### src/rtl/student_tlul_arbiter.sv
// N-to-1 TL-UL host arbiter with an in-order response-routing FIFO; A and D paths are pass-through.
// Define STUDENT_TLUL_ARB_FIXED_PRIO_EN for fixed priority (lowest index wins) instead of round-robin.
package tlul_pkg;
  typedef struct packed {
    logic        a_valid;
    logic [2:0]  a_opcode;
    logic [2:0]  a_param;
    logic [1:0]  a_size;
    logic [7:0]  a_source;
    logic [31:0] a_address;
    logic [3:0]  a_mask;
    logic [31:0] a_data;
    logic        d_ready;
  } tl_h2d_t;

  typedef struct packed {
    logic        d_valid;
    logic [2:0]  d_opcode;
    logic [2:0]  d_param;
    logic [1:0]  d_size;
    logic [7:0]  d_source;
    logic        d_sink;
    logic [31:0] d_data;
    logic        d_error;
    logic        a_ready;
  } tl_d2h_t;
endpackage

module student_tlul_arbiter #(
  parameter int NUM            = 2,
  parameter int MaxOutstanding = 4
) (
  input  logic                          clk_i,
  input  logic                          rst_i,
  input  tlul_pkg::tl_h2d_t [NUM-1:0]   tl_host_i,
  output tlul_pkg::tl_d2h_t [NUM-1:0]   tl_host_o,
  output tlul_pkg::tl_h2d_t             tl_device_o,
  input  tlul_pkg::tl_d2h_t             tl_device_i
);
  localparam int IW = $clog2(NUM);
  localparam int PW = (MaxOutstanding > 1) ? $clog2(MaxOutstanding) : 1;
  localparam int CW = $clog2(MaxOutstanding + 1);

  typedef enum logic {IDLE, HOLD} state_e;

  state_e        state_q;
  logic [IW-1:0] grant_q;
  logic [IW-1:0] arb_grant;
  logic [IW-1:0] gnt;
  logic [IW-1:0] head;
  logic [IW-1:0] fifo_q [MaxOutstanding];
  logic [PW-1:0] wr_ptr_q, rd_ptr_q;
  logic [CW-1:0] count_q;
  logic          full, empty, accept, pop, dev_a_valid, dev_d_ready;

  function automatic logic [PW-1:0] ptr_inc(input logic [PW-1:0] p);
    return (p == PW'(MaxOutstanding - 1)) ? '0 : p + 1'b1;
  endfunction

  function automatic tlul_pkg::tl_d2h_t host_rsp(input tlul_pkg::tl_d2h_t dev,
                                                 input logic a_rdy, input logic d_vld);
    tlul_pkg::tl_d2h_t r;
    r         = dev;
    r.a_ready = a_rdy;
    r.d_valid = d_vld;
    return r;
  endfunction

`ifdef STUDENT_TLUL_ARB_FIXED_PRIO_EN
  // NOTE: every always_comb output gets a default first so no path leaves it unassigned (no latch).
  always_comb begin
    arb_grant = '0;
    for (int k = NUM - 1; k >= 0; k--) begin
      if (tl_host_i[IW'(k)].a_valid) arb_grant = IW'(k);
    end
  end
`else
  logic [IW-1:0] rr_ptr_q;
  logic          rr_found;
  int            rr_idx;

  // NOTE: every always_comb output gets a default first so no path leaves it unassigned (no latch).
  always_comb begin
    arb_grant = rr_ptr_q;
    rr_found  = 1'b0;
    rr_idx    = 0;
    for (int k = 0; k < NUM; k++) begin
      rr_idx = (int'(rr_ptr_q) + k) % NUM;
      if (!rr_found && tl_host_i[IW'(rr_idx)].a_valid) begin
        rr_found  = 1'b1;
        arb_grant = IW'(rr_idx);
      end
    end
  end
`endif

  // Reset forces the FIFO to look empty so outputs are defined while rst_i is held.
  assign empty       = (count_q == '0) | rst_i;
  assign full        = (count_q == CW'(MaxOutstanding)) & ~rst_i;
  assign gnt         = (state_q == HOLD) ? grant_q : arb_grant;
  assign dev_a_valid = tl_host_i[gnt].a_valid & ~full;
  assign accept      = dev_a_valid & tl_device_i.a_ready;
  assign head        = fifo_q[rd_ptr_q];
  assign dev_d_ready = empty ? 1'b1 : tl_host_i[head].d_ready;
  assign pop         = tl_device_i.d_valid & dev_d_ready & ~empty;

  always_comb begin
    tl_device_o         = tl_host_i[gnt];
    tl_device_o.a_valid = dev_a_valid;
    tl_device_o.d_ready = dev_d_ready;
  end

  for (genvar i = 0; i < NUM; i++) begin : g_host
    assign tl_host_o[i] = host_rsp(tl_device_i,
                                   dev_a_valid & tl_device_i.a_ready & (gnt == IW'(i)),
                                   tl_device_i.d_valid & ~empty & (head == IW'(i)));
  end

  // NOTE: sequential state uses non-blocking assignments so all registers update together.
  always_ff @(posedge clk_i) begin
    if (rst_i) begin
      state_q  <= IDLE;
      grant_q  <= '0;
`ifndef STUDENT_TLUL_ARB_FIXED_PRIO_EN
      rr_ptr_q <= '0;
`endif
    end else begin
      case (state_q)
        IDLE: if (dev_a_valid && !tl_device_i.a_ready) begin
          state_q <= HOLD;
          grant_q <= arb_grant;
        end
        HOLD: if (accept) state_q <= IDLE;
        default: state_q <= IDLE;
      endcase
`ifndef STUDENT_TLUL_ARB_FIXED_PRIO_EN
      if (accept) rr_ptr_q <= (gnt == IW'(NUM - 1)) ? '0 : gnt + 1'b1;
`endif
    end
  end

  always_ff @(posedge clk_i) begin
    if (rst_i) begin
      wr_ptr_q <= '0;
      rd_ptr_q <= '0;
      count_q  <= '0;
    end else begin
      if (accept) wr_ptr_q <= ptr_inc(wr_ptr_q);
      if (pop)    rd_ptr_q <= ptr_inc(rd_ptr_q);
      case ({accept, pop})
        2'b10:   count_q <= count_q + 1'b1;
        2'b01:   count_q <= count_q - 1'b1;
        default: count_q <= count_q;
      endcase
    end
  end

  // NOTE: FIFO storage has no reset; entries are only read below count_q, which is reset.
  always_ff @(posedge clk_i) begin
    if (accept) fifo_q[wr_ptr_q] <= gnt;
  end

endmodule

### config.mk
export PLATFORM = sky130hd
export DESIGN_NAME = student_tlul_arbiter
export DESIGN_NICKNAME = d
export VERILOG_FILES = /design/src/rtl/student_tlul_arbiter.sv
export SDC_FILE = /design/constraint.sdc
export NUM_CORES = 1
export LEC_CHECK = 0
export ABC_CLOCK_PERIOD_IN_PS = 2850
export CAP_MARGIN = 20
export CORE_AREA = 2 2 162 164
export CTS_BUF_LIST = sky130_fd_sc_hd__clkbuf_8
export DETAILED_ROUTE_END_ITERATION = 7
export DIE_AREA = 0 0 164 166
export GPL_TIMING_DRIVEN = 0
export REMOVE_ABC_BUFFERS = 1
export SYNTH_ARGS = -nofsm -noshare
export SYNTH_HDL_FRONTEND = slang
export SYNTH_SLANG_ARGS = --single-unit
### constraint.sdc
create_clock -name clk_i -period 2.85 [get_ports clk_i]
set_input_delay 0.57 -clock clk_i [delete_from_list [all_inputs] [get_ports clk_i]]
set_output_delay 0.57 -clock clk_i [all_outputs]
set_load 0.01 [all_outputs]
Word-level counts from Yosys, hierarchy flattened
Memory sizes are Yosys's and may differ from the RTL's. A register that Yosys moved wholly into a read port is not among the register bits.
Index checks and enable logic that the tools add are counted.
W data, S select, Z words.
- flip-flop bits (word level): 10
- bits in writable memories: 4
- input port bits: 226
- output and inout port bits: 190
- logic and storage cells: 69
- memories kept: 1
- memories (name ; depth ; bits a word ; rd ports ; clocked after memory_dff ; write ports ; RTL line ; text):
    fifo_q ; 4 ; 1 ; 1 ; 1 ; 1 ; 51 ; logic [IW-1:0] fifo_q [MaxOutstanding];
- add/sub/neg operators: 6
- order comparisons: 4
- eq/ne operators: 5
- muxes and demuxes: 23
- bitwise logic cells: 17
- reductions and logical operators: 7
- operator list (kind ; number):
    $mux W86 ; 6
    $mux W1 ; 11
    $and A1 B1 Y1 ; 10
    $mux W2 ; 4
    $eq A2 B2 Y1 const B ; 3
    $lt A1 B3 Y1 const B ; 2
    $not A1 Y1 ; 6
    $pmux W3 S2 ; 1
    $add A2 B1 Y2 const B ; 2
    $lt A1 B2 Y1 const B ; 2
    $add A3 B1 Y3 const B ; 1
    $eq A3 B3 Y1 const B ; 1
    $logic_not A3 Y1 ; 1
    $sub A3 B1 Y3 const B ; 1
    $add A1 B1 Y1 const B ; 2
    $eq A2 B1 Y1 const B ; 1
    $logic_and A1 B1 Y1 ; 2
    $logic_not A1 Y1 ; 2
    $pmux W1 S2 ; 1
    $reduce_and A2 Y1 ; 1
    $reduce_bool A2 Y1 ; 1
    $or A1 B1 Y1 ; 1

Longest topological paths before layout
Gate-level depths: netlist of run 1.
- depth after elaboration: 14
- depth in mapped cells: 11
- depth with buffers taken out: 10

Worst setup path after synthesis of run 1
No wires, ideal clock.
- path kind: input to register
- from: input rst_i
- to: register count_q[2]
- setup time: 0.071 ns
- data arrival time: 2.681 ns
- data required time: 2.779 ns
- setup slack: 0.098 ns
- stages on the path: 11
- buffers on the path: 1
- path through: or4b_2 clkbuf_1 nand2_1 nor2_1 inv_1 ha_1 inv_1 fa_1 xor2_1 or3_1 a21oi_1
- longest elaborated chain between the ends: 7
- elaborated cells on any way between the ends: 14
- those cells by class: eq/ne: 2; mux: 2; bitwise: 9; reduce/logical: 1
- RTL lines (item ; RTL line ; text):
    from (decl) ; 34 ; input logic rst_i,
    $not A1 Y1 ; 99 ; assign full = (count_q == CW'(MaxOutstanding)) & ~rst_i;
    $and A1 B1 Y1 ; 99 ;
    $not A1 Y1 ; 101 ; assign dev_a_valid = tl_host_i[gnt].a_valid & ~full;
    $and A1 B1 Y1 ; 101 ;
    $and A1 B1 Y1 ; 102 ; assign accept = dev_a_valid & tl_device_i.a_ready;
    $eq A2 B1 Y1 / $eq A2 B2 Y1 (equally long branches) ; 150 ; case ({accept, pop})
    $pmux W3 S2 / $reduce_bool A2 Y1 (equally long branches) ; -- ;
    to (signal assigned) ; 151 ; 2'b10: count_q <= count_q + 1'b1;
    to (signal assigned) ; 152 ; 2'b01: count_q <= count_q - 1'b1;
    to (signal assigned) ; 153 ; default: count_q <= count_q;
    to (decl) ; 53 ; logic [CW-1:0] count_q;
Parallel ways exist; a longest one is shown, timed or not.
A chain may end at the register's enable or synchronous reset.

==> flow_results.xml, run 1 <==
<?xml version="1.0" encoding="UTF-8"?>
<metrics>
  <group name="outcome">
    <metric name="status" unit="">completed</metric>
  </group>
  <group name="die">
    <metric name="initial_core_utilization" unit="%">10.1</metric>
    <metric name="num_io_pins" unit="">416</metric>
    <metric name="core" unit="mm^2">0.0256</metric>
    <metric name="die_height" unit="um">166</metric>
    <metric name="die_area" unit="mm^2">0.0272</metric>
    <metric name="die_boundary_width" unit="um">164</metric>
    <metric name="floorplan.rows" unit="">59</metric>
  </group>
  <group name="cts">
    <metric name="cts-root-buf" unit="">sky130_fd_sc_hd__clkbuf_8</metric>
    <metric name="clkSinkCount" unit="">16</metric>
    <metric name="cts_hold_repair.buffers" unit="">0</metric>
    <metric name="cts.path.max_buffers" unit="">2</metric>
    <metric name="tritoncts" unit="">done</metric>
    <metric name="path_clk_slew" unit="ns">0.06</metric>
    <metric name="cts-htree-levels" unit="">1</metric>
    <metric name="tritoncts.num_buffers" unit="">3</metric>
    <metric name="clock_latency_at_the_later_pin_of_the_worst_skew_pair" unit="ns">0.25</metric>
  </group>
  <group name="flow_run">
    <metric name="drv.max_cap_violation_count" unit="">0</metric>
  </group>
  <group name="power">
    <metric name="netSwitchingFraction" unit="%">30.5</metric>
    <metric name="power" unit="W">0.00147</metric>
    <metric name="netSwitchingPower" unit="W">0.000449</metric>
    <metric name="internal-power" unit="W">0.00102</metric>
    <metric name="static-leakage-power" unit="nW">1.88</metric>
    <metric name="seq_power_share" unit="%">18.1</metric>
    <metric name="power.density" unit="mW/mm^2">290</metric>
    <metric name="maximum_vdd_drop" unit="V">0.000306</metric>
    <metric name="power.clock.fraction" unit="%">11.8</metric>
    <metric name="combPwrFrac" unit="%">70.1</metric>
  </group>
  <group name="synthesis">
    <metric name="ys_async_sr_fraction" unit="%">0</metric>
    <metric name="post_synth.cell_area_avg" unit="um^2">9.24</metric>
    <metric name="synth-main-ff-cell" unit="">sky130_fd_sc_hd__dfxtp_1</metric>
    <metric name="ys_seq_area_share" unit="%">13.9</metric>
    <metric name="yosys.cell_types.count" unit="">30</metric>
    <metric name="netlist_instances" unit="">281</metric>
    <metric name="yosysWarnings" unit="">0</metric>
    <metric name="synth.cell_area" unit="mm^2">0.00260</metric>
    <metric name="synth_edf_count" unit="">4</metric>
    <metric name="ys_seq_elements" unit="">16</metric>
  </group>
  <group name="global_routing">
    <metric name="grt_first_pass_wirelength" unit="mm">24.5</metric>
    <metric name="grt_pass1_vias" unit="">3056</metric>
    <metric name="pin_count_of_the_biggest_net_entering_global_routing" unit="">27</metric>
    <metric name="grt_antenna_before_repair" unit="">1</metric>
    <metric name="grt_usage" unit="%">12.9</metric>
    <metric name="grt_overflow_total" unit="">0</metric>
  </group>
  <group name="place">
    <metric name="dpl.hpwl" unit="mm">15.3</metric>
    <metric name="routabilityCongestion" unit="">0.685</metric>
    <metric name="buffer_ports.inserted" unit="">265</metric>
  </group>
  <group name="finish">
    <metric name="diodes" unit="">0</metric>
    <metric name="fin_util" unit="%">19.8</metric>
    <metric name="num-fill-cells" unit="">2837</metric>
    <metric name="layout.cells.most_common_list" unit="">253 x sky130_fd_sc_hd__clkdlybuf4s50_1, 86 x sky130_fd_sc_hd__mux2_2, 11 x sky130_fd_sc_hd__dfxtp_1</metric>
    <metric name="multiInputGateArea" unit="mm^2">0.00142</metric>
    <metric name="mostFrequentLayoutCell" unit="">sky130_fd_sc_hd__clkdlybuf4s50_1</metric>
    <metric name="post_route_cells_drive_above_1_share" unit="%">23.3</metric>
    <metric name="sequential_cell_area" unit="um^2">364</metric>
    <metric name="num-nets-final" unit="">680</metric>
    <metric name="layout_area_overhead" unit="%">95.4</metric>
  </group>
  <group name="timing">
    <metric name="max_freq" unit="GHz">0.362</metric>
    <metric name="finalHoldViolCount" unit="">0</metric>
    <metric name="slew_headroom" unit="%">65.2</metric>
    <metric name="final-setup-viol-count" unit="">0</metric>
    <metric name="final_max_slew_viol_count" unit="">0</metric>
    <metric name="finalCritPeriodShare" unit="%">97.1</metric>
    <metric name="final.setup_skew" unit="ns">0.000743</metric>
    <metric name="worst_pin_slew" unit="ns">0.511</metric>
    <metric name="final_period_minus_worst_setup_slack" unit="ns">2.77</metric>
    <metric name="grt_setup_unrepaired" unit="">no</metric>
  </group>
  <group name="routing">
    <metric name="drc_errors" unit="">0</metric>
    <metric name="number_of_search_and_repair_iterations_in_the_first_detailed_routing_pass" unit="">6</metric>
    <metric name="num_vias" unit="">2767</metric>
    <metric name="routedWlPerCell" unit="um">23.4</metric>
    <metric name="finalWirelength" unit="mm">18.3</metric>
    <metric name="routed_via_density" unit="">3.54</metric>
    <metric name="drt-initial-drc-count" unit="">85</metric>
    <metric name="final_ant_viol_nets" unit="">0</metric>
  </group>
  <group name="critical_path">
    <metric name="crit_path_end_kind" unit="">output port</metric>
    <metric name="worstPathArrival" unit="ns">2.20</metric>
    <metric name="cp_max_fo" unit="">19</metric>
    <metric name="worst-endpoint-required" unit="ns">2.28</metric>
    <metric name="timing.critical_path.from_type" unit="">flip-flop</metric>
    <metric name="critical_path_class" unit="">reg2out</metric>
  </group>
  <group name="worst_hold_path">
    <metric name="min-delay-path-class" unit="">reg2reg</metric>
  </group>
</metrics>
## Yosys cell counts (2+ instances only)
cell                         n  area [um^2]
sky130_fd_sc_hd__ha_1        6         75.1
sky130_fd_sc_hd__buf_2       4         20.0
sky130_fd_sc_hd__clkbuf_1    7         26.3
sky130_fd_sc_hd__mux2i_1     2         20.0
sky130_fd_sc_hd__inv_1       8         30.0
sky130_fd_sc_hd__a21oi_1     7         35.0
sky130_fd_sc_hd__nor2b_1     2         12.5
sky130_fd_sc_hd__edfxtp_1    4          120
sky130_fd_sc_hd__dfxtp_1    12          240
sky130_fd_sc_hd__xor2_1      2         17.5
sky130_fd_sc_hd__mux2_2     86          968
sky130_fd_sc_hd__nand3_1     4         20.0
sky130_fd_sc_hd__o21ai_0     4         20.0
sky130_fd_sc_hd__nor2_1     10         37.5
sky130_fd_sc_hd__or3_1       2         12.5
sky130_fd_sc_hd__buf_4     102          766
sky130_fd_sc_hd__or4_1       2         15.0
sky130_fd_sc_hd__and3_1      5         31.3
## cell families (layout without fill, tap and decap cells)
logic type               after synthesis  in the layout  share of synthesized area, %
buffers and inverters                121            285                          32.4
XOR/XNOR                               2              2                         0.675
adder cells (fa/ha/maj)                7              7                          3.66
multiplexers                          90             91                          39.8
flip-flops                            16             16                          13.9
AO/OA/AOI/OAI                         14             14                          3.04
AND/OR/NAND/NOR                       31             31                          6.51
## power by group through the flow
stage                     combinational (W)  clock (W)  sequential, W
after global routing                0.00110   0.000190       0.000268
after CTS                           0.00104   0.000181       0.000268
after global placement             0.000994          0       0.000267
after detailed placement            0.00100          0       0.000267
final                               0.00103   0.000174       0.000266
after floorplan                    0.000380          0       0.000264
## per-stage QoR
stage	hold slack, ns	instances	area [um^2]	worst slack (ns)	TNS (ns)
floorplan	0.463	168	1780	-1.07	-28.33
global placement	0.492	768	4860	-2.12	-165.60
detailed placement	0.495	771	4920	-0.734	-15.03
CTS	0.516	780	5060	0.00287	0
global route	0.535	781	5070	0.000195	0
finish	0.515	781	5070	0.0839	0
## repair_timing
action                     in CTS  in global routing
resized for setup              14                  7
buffers inserted                3                  1
setup endpoints to repair      89                 19
gates cloned                    2                  0
## layout make-up
cell class                      instances  area share, %
Inverter                                8          0.592
Sequential cell                        16           7.18
Clock inverter                          1         0.0740
Tap cell                              335           8.26
Multi-Input combinational cell        145           28.1
Clock buffer                            3          0.814
Timing Repair Buffer                  273           55.0
## critical path, stage by stage, from the launching register on
cell and delay (ns):
sky130_fd_sc_hd__dfxtp_4 0.38, sky130_fd_sc_hd__mux2i_4 0.27, sky130_fd_sc_hd__buf_12 0.15, sky130_fd_sc_hd__buf_12 0.15
sky130_fd_sc_hd__buf_16 0.16, sky130_fd_sc_hd__mux2_2 0.35, sky130_fd_sc_hd__clkdlybuf4s50_1 0.48
## worst paths after layout
path	start	to	slack [ns]	cells after the start
min	count_q[2]$_SDFFE_PP0P_	count_q[2]$_SDFFE_PP0P_	0.51	2
min reg2reg	count_q[2]$_SDFFE_PP0P_	count_q[2]$_SDFFE_PP0P_	0.51	2
max	flip-flop	tl_device_o[61]	0.08	6
max reg2reg	flip-flop	count_q[2]$_SDFFE_PP0P_	0.23	11
## routing by layer
layer / wire (um) / GRT usage, %
met3: 2990 / 9.89
met4: 86 / 0.992
met5: 233 / 7.45
met1: 7730 / 16.2
met2: 7240 / 17.5
Note: power is estimated with default switching activity, not from simulation.
==> run 2: changes to the inputs <==
--- a/config.mk
+++ b/config.mk
@@ -6,7 +6,6 @@
 export NUM_CORES = 1
 export LEC_CHECK = 0
 export ABC_CLOCK_PERIOD_IN_PS = 2850
-export CAP_MARGIN = 20
 export CORE_AREA = 2 2 162 164
 export CTS_BUF_LIST = sky130_fd_sc_hd__clkbuf_8
 export DETAILED_ROUTE_END_ITERATION = 7
==> constraint.sdc (replaced) <==
create_clock -name clk_i -period 2.85 [get_ports clk_i]
set_input_delay 0.7125 -clock clk_i [delete_from_list [all_inputs] [get_ports clk_i]]
set_output_delay 0.7125 -clock clk_i [all_outputs]
set_load 0.01 [all_outputs]
==> flow_results.xml, run 2 (synthesis results as in run 1) <==
<?xml version="1.0" encoding="UTF-8"?>
<metrics>
  <group name="power">
    <metric name="static-leakage-power" unit="nW">2.02</metric>
    <metric name="power" unit="W">0.00145</metric>
    <metric name="power.density" unit="mW/mm^2">282</metric>
    <metric name="power.clock.fraction" unit="%">12.0</metric>
    <metric name="netSwitchingFraction" unit="%">31.9</metric>
    <metric name="internal-power" unit="W">0.000989</metric>
    <metric name="netSwitchingPower" unit="W">0.000464</metric>
    <metric name="maximum_vdd_drop" unit="V">0.000308</metric>
    <metric name="combPwrFrac" unit="%">69.8</metric>
    <metric name="seq_power_share" unit="%">18.3</metric>
  </group>
  <group name="routing">
    <metric name="drc_errors" unit="">0</metric>
    <metric name="number_of_search_and_repair_iterations_in_the_first_detailed_routing_pass" unit="">5</metric>
    <metric name="num_vias" unit="">2820</metric>
    <metric name="finalWirelength" unit="mm">18.6</metric>
    <metric name="final_ant_viol_nets" unit="">0</metric>
    <metric name="routed_via_density" unit="">3.58</metric>
    <metric name="routedWlPerCell" unit="um">23.6</metric>
    <metric name="drt-initial-drc-count" unit="">151</metric>
  </group>
  <group name="timing">
    <metric name="final_max_slew_viol_count" unit="">0</metric>
    <metric name="totalNegativeSetupSlack" unit="ns">0</metric>
    <metric name="final-setup-viol-count" unit="">0</metric>
    <metric name="final_period_minus_worst_setup_slack" unit="ns">2.81</metric>
    <metric name="slew_headroom" unit="%">64.5</metric>
    <metric name="grt_setup_unrepaired" unit="">yes</metric>
    <metric name="max_freq" unit="GHz">0.356</metric>
    <metric name="final.setup_skew" unit="ns">0.000670</metric>
    <metric name="worst_pin_slew" unit="ns">0.521</metric>
    <metric name="finalHoldViolCount" unit="">0</metric>
    <metric name="finalCritPeriodShare" unit="%">98.6</metric>
  </group>
  <group name="worst_hold_path">
    <metric name="worstHoldEndpoint" unit="">count_q[2]$_SDFFE_PP0P_</metric>
    <metric name="hold_path_startpoint" unit="">count_q[2]$_SDFFE_PP0P_</metric>
    <metric name="min-delay-path-class" unit="">reg2reg</metric>
    <metric name="hold_depth" unit="">2</metric>
  </group>
  <group name="critical_path">
    <metric name="reg2reg_slack" unit="ns">0.21</metric>
    <metric name="timing.critical_path.from_type" unit="">flip-flop</metric>
    <metric name="timing.critical_path.max_delay_family" unit="">multiplexers</metric>
    <metric name="slowest_cell_on_the_critical_path" unit="">sky130_fd_sc_hd__mux2i_4</metric>
    <metric name="timing.critical_path.buf_inv" unit="">2</metric>
    <metric name="worst-endpoint-required" unit="ns">2.14</metric>
    <metric name="ff2ff_path_depth" unit="">12</metric>
    <metric name="path_cells" unit="">buf_12 &gt; mux2i_4 &gt; mux2_2 &gt; clkdlybuf4s50_1</metric>
    <metric name="cp_max_fo" unit="">11</metric>
    <metric name="cpPeakStageDelay" unit="ns">0.48</metric>
    <metric name="worstSetupPathDepth" unit="">4</metric>
    <metric name="worst_r2r_endpoint" unit="">count_q[2]$_SDFFE_PP0P_</metric>
    <metric name="crit_path_end_kind" unit="">output port</metric>
    <metric name="worstPathArrival" unit="ns">2.10</metric>
    <metric name="critical_path_class" unit="">reg2out</metric>
  </group>
  <group name="global_routing">
    <metric name="grt_pass1_vias" unit="">3047</metric>
    <metric name="grt_usage" unit="%">13.0</metric>
    <metric name="pin_count_of_the_biggest_net_entering_global_routing" unit="">20</metric>
    <metric name="grt_antenna_before_repair" unit="">1</metric>
    <metric name="grt_overflow_total" unit="">0</metric>
    <metric name="grt_first_pass_wirelength" unit="mm">24.6</metric>
  </group>
  <group name="finish">
    <metric name="fin_util" unit="%">20.1</metric>
    <metric name="num-fill-cells" unit="">2857</metric>
    <metric name="mostFrequentLayoutCell" unit="">sky130_fd_sc_hd__clkdlybuf4s50_1</metric>
    <metric name="num-nets-final" unit="">686</metric>
    <metric name="final_design_area_no_fill" unit="mm^2">0.00516</metric>
    <metric name="post_route_cells_drive_above_1_share" unit="%">28.1</metric>
    <metric name="final-instance-count-excl-fill" unit="">787</metric>
    <metric name="layout.cells.most_common_list" unit="">181 x sky130_fd_sc_hd__clkdlybuf4s50_1, 83 x sky130_fd_sc_hd__mux2_2, 39 x sky130_fd_sc_hd__dlygate4sd2_1</metric>
    <metric name="layout_area_overhead" unit="%">98.7</metric>
    <metric name="diodes" unit="">0</metric>
  </group>
  <group name="cts">
    <metric name="clock_latency_at_the_later_pin_of_the_worst_skew_pair" unit="ns">0.25</metric>
    <metric name="cts.path.max_buffers" unit="">2</metric>
    <metric name="path_clk_slew" unit="ns">0.06</metric>
    <metric name="clkSinkCount" unit="">16</metric>
    <metric name="tritoncts.num_buffers" unit="">3</metric>
    <metric name="cts_hold_repair.buffers" unit="">0</metric>
    <metric name="tritoncts" unit="">done</metric>
    <metric name="cts-htree-levels" unit="">1</metric>
    <metric name="cts-root-buf" unit="">sky130_fd_sc_hd__clkbuf_8</metric>
  </group>
  <group name="place">
    <metric name="routabilityCongestion" unit="">0.685</metric>
    <metric name="dpl.hpwl" unit="mm">15.3</metric>
    <metric name="place_area" unit="mm^2">0.00492</metric>
    <metric name="buffer_ports.inserted" unit="">265</metric>
    <metric name="dp_cells" unit="">771</metric>
  </group>
  <group name="outcome">
    <metric name="status" unit="">completed</metric>
  </group>
  <group name="die">
    <metric name="die_height" unit="um">166</metric>
    <metric name="num_io_pins" unit="">416</metric>
    <metric name="core" unit="mm^2">0.0256</metric>
    <metric name="die_area" unit="mm^2">0.0272</metric>
    <metric name="initial_core_utilization" unit="%">10.1</metric>
    <metric name="floorplan.rows" unit="">59</metric>
    <metric name="die_boundary_width" unit="um">164</metric>
  </group>
  <group name="flow_run">
    <metric name="drv.max_cap_violation_count" unit="">0</metric>
  </group>
</metrics>
==> run 2: changes by cell type in the layout (fill, tap and decap cells not counted), sizes merged <==
| cell | change |
|---|---|
| buf | +5 |
| clkbuf | +8 |
| clkdlybuf4s15 | +33 |
| clkdlybuf4s50 | -72 |
| dlygate4sd2 | +32 |
==> run 2: layout make-up <==
class / count / area (um^2) / area share (%)
Clock buffer: 3 / 41.3 / 0.800
Clock inverter: 1 / 3.75 / 0.0728
Inverter: 8 / 30.0 / 0.582
Multi-Input combinational cell: 145 / 1460 / 28.3
Sequential cell: 16 / 364 / 7.06
Tap cell: 335 / 419 / 8.13
Timing Repair Buffer: 279 / 2840 / 55.0
==> run 2: routing by layer <==
layer / vias up / part of all wire [%] / GRT usage, %
met4: 8 / 0.48 / 0.915
met5: - / 1.3 / 7.45
met3: 20 / 16 / 9.79
met2: 296 / 40 / 17.6
met1: 1284 / 43 / 16.4
li1: 1212 / - / -
==> run 2: power by group through the flow <==
stage / combinational [W] / clock (W) / sequential, W
6_report: 0.00101 / 0.000174 / 0.000265
5_1_grt: 0.00109 / 0.000190 / 0.000268
4_1_cts: 0.000994 / 0.000181 / 0.000267
3_5_place_dp: 0.00100 / 0 / 0.000267
3_3_place_gp: 0.000994 / 0 / 0.000267
2_1_floorplan: 0.000380 / 0 / 0.000264
==> run 2: worst max path at each step <==
stage	startpoint	slack, ns	endpoint
after detailed placement	rst_i	-1.00	tl_host_o[0]
final	flip-flop	0.04	tl_device_o[44]
after global routing	flip-flop	-0.04	tl_device_o[44]
after floorplan	flip-flop	-1.07	count_q[2]$_SDFFE_PP0P_
after global placement	flip-flop	-2.26	tl_device_o[85]
after CTS	flip-flop	-0.05	tl_device_o[85]
==> run 2: stage by stage <==
| stage | setup WS, ns | hold slack (ns) |
|---|---|---|
| floorplan | -1.07 | 0.463 |
| global placement | -2.26 | 0.492 |
| detailed placement | -1.00 | 0.495 |
| CTS | -0.0525 | 0.516 |
| global route | -0.0441 | 0.535 |
| finish | 0.0400 | 0.515 |
==> run 2: what timing repair did <==
| action | CTS | global route |
|---|---|---|
| pin swaps | 0 | 1 |
| buffers inserted | 4 | 4 |
| cloned | 3 | 1 |
| endpoints found under the setup margin | 92 | 47 |
| endpoints found under the hold margin | 0 | 0 |
| resized for setup | 125 | 34 |
==> run 2: worst min-delay path, cell delays in order, from the launching register on <==
cell and delay (ns):
sky130_fd_sc_hd__dfxtp_1 0.33, sky130_fd_sc_hd__o21ai_0 0.08, sky130_fd_sc_hd__a21oi_1 0.06
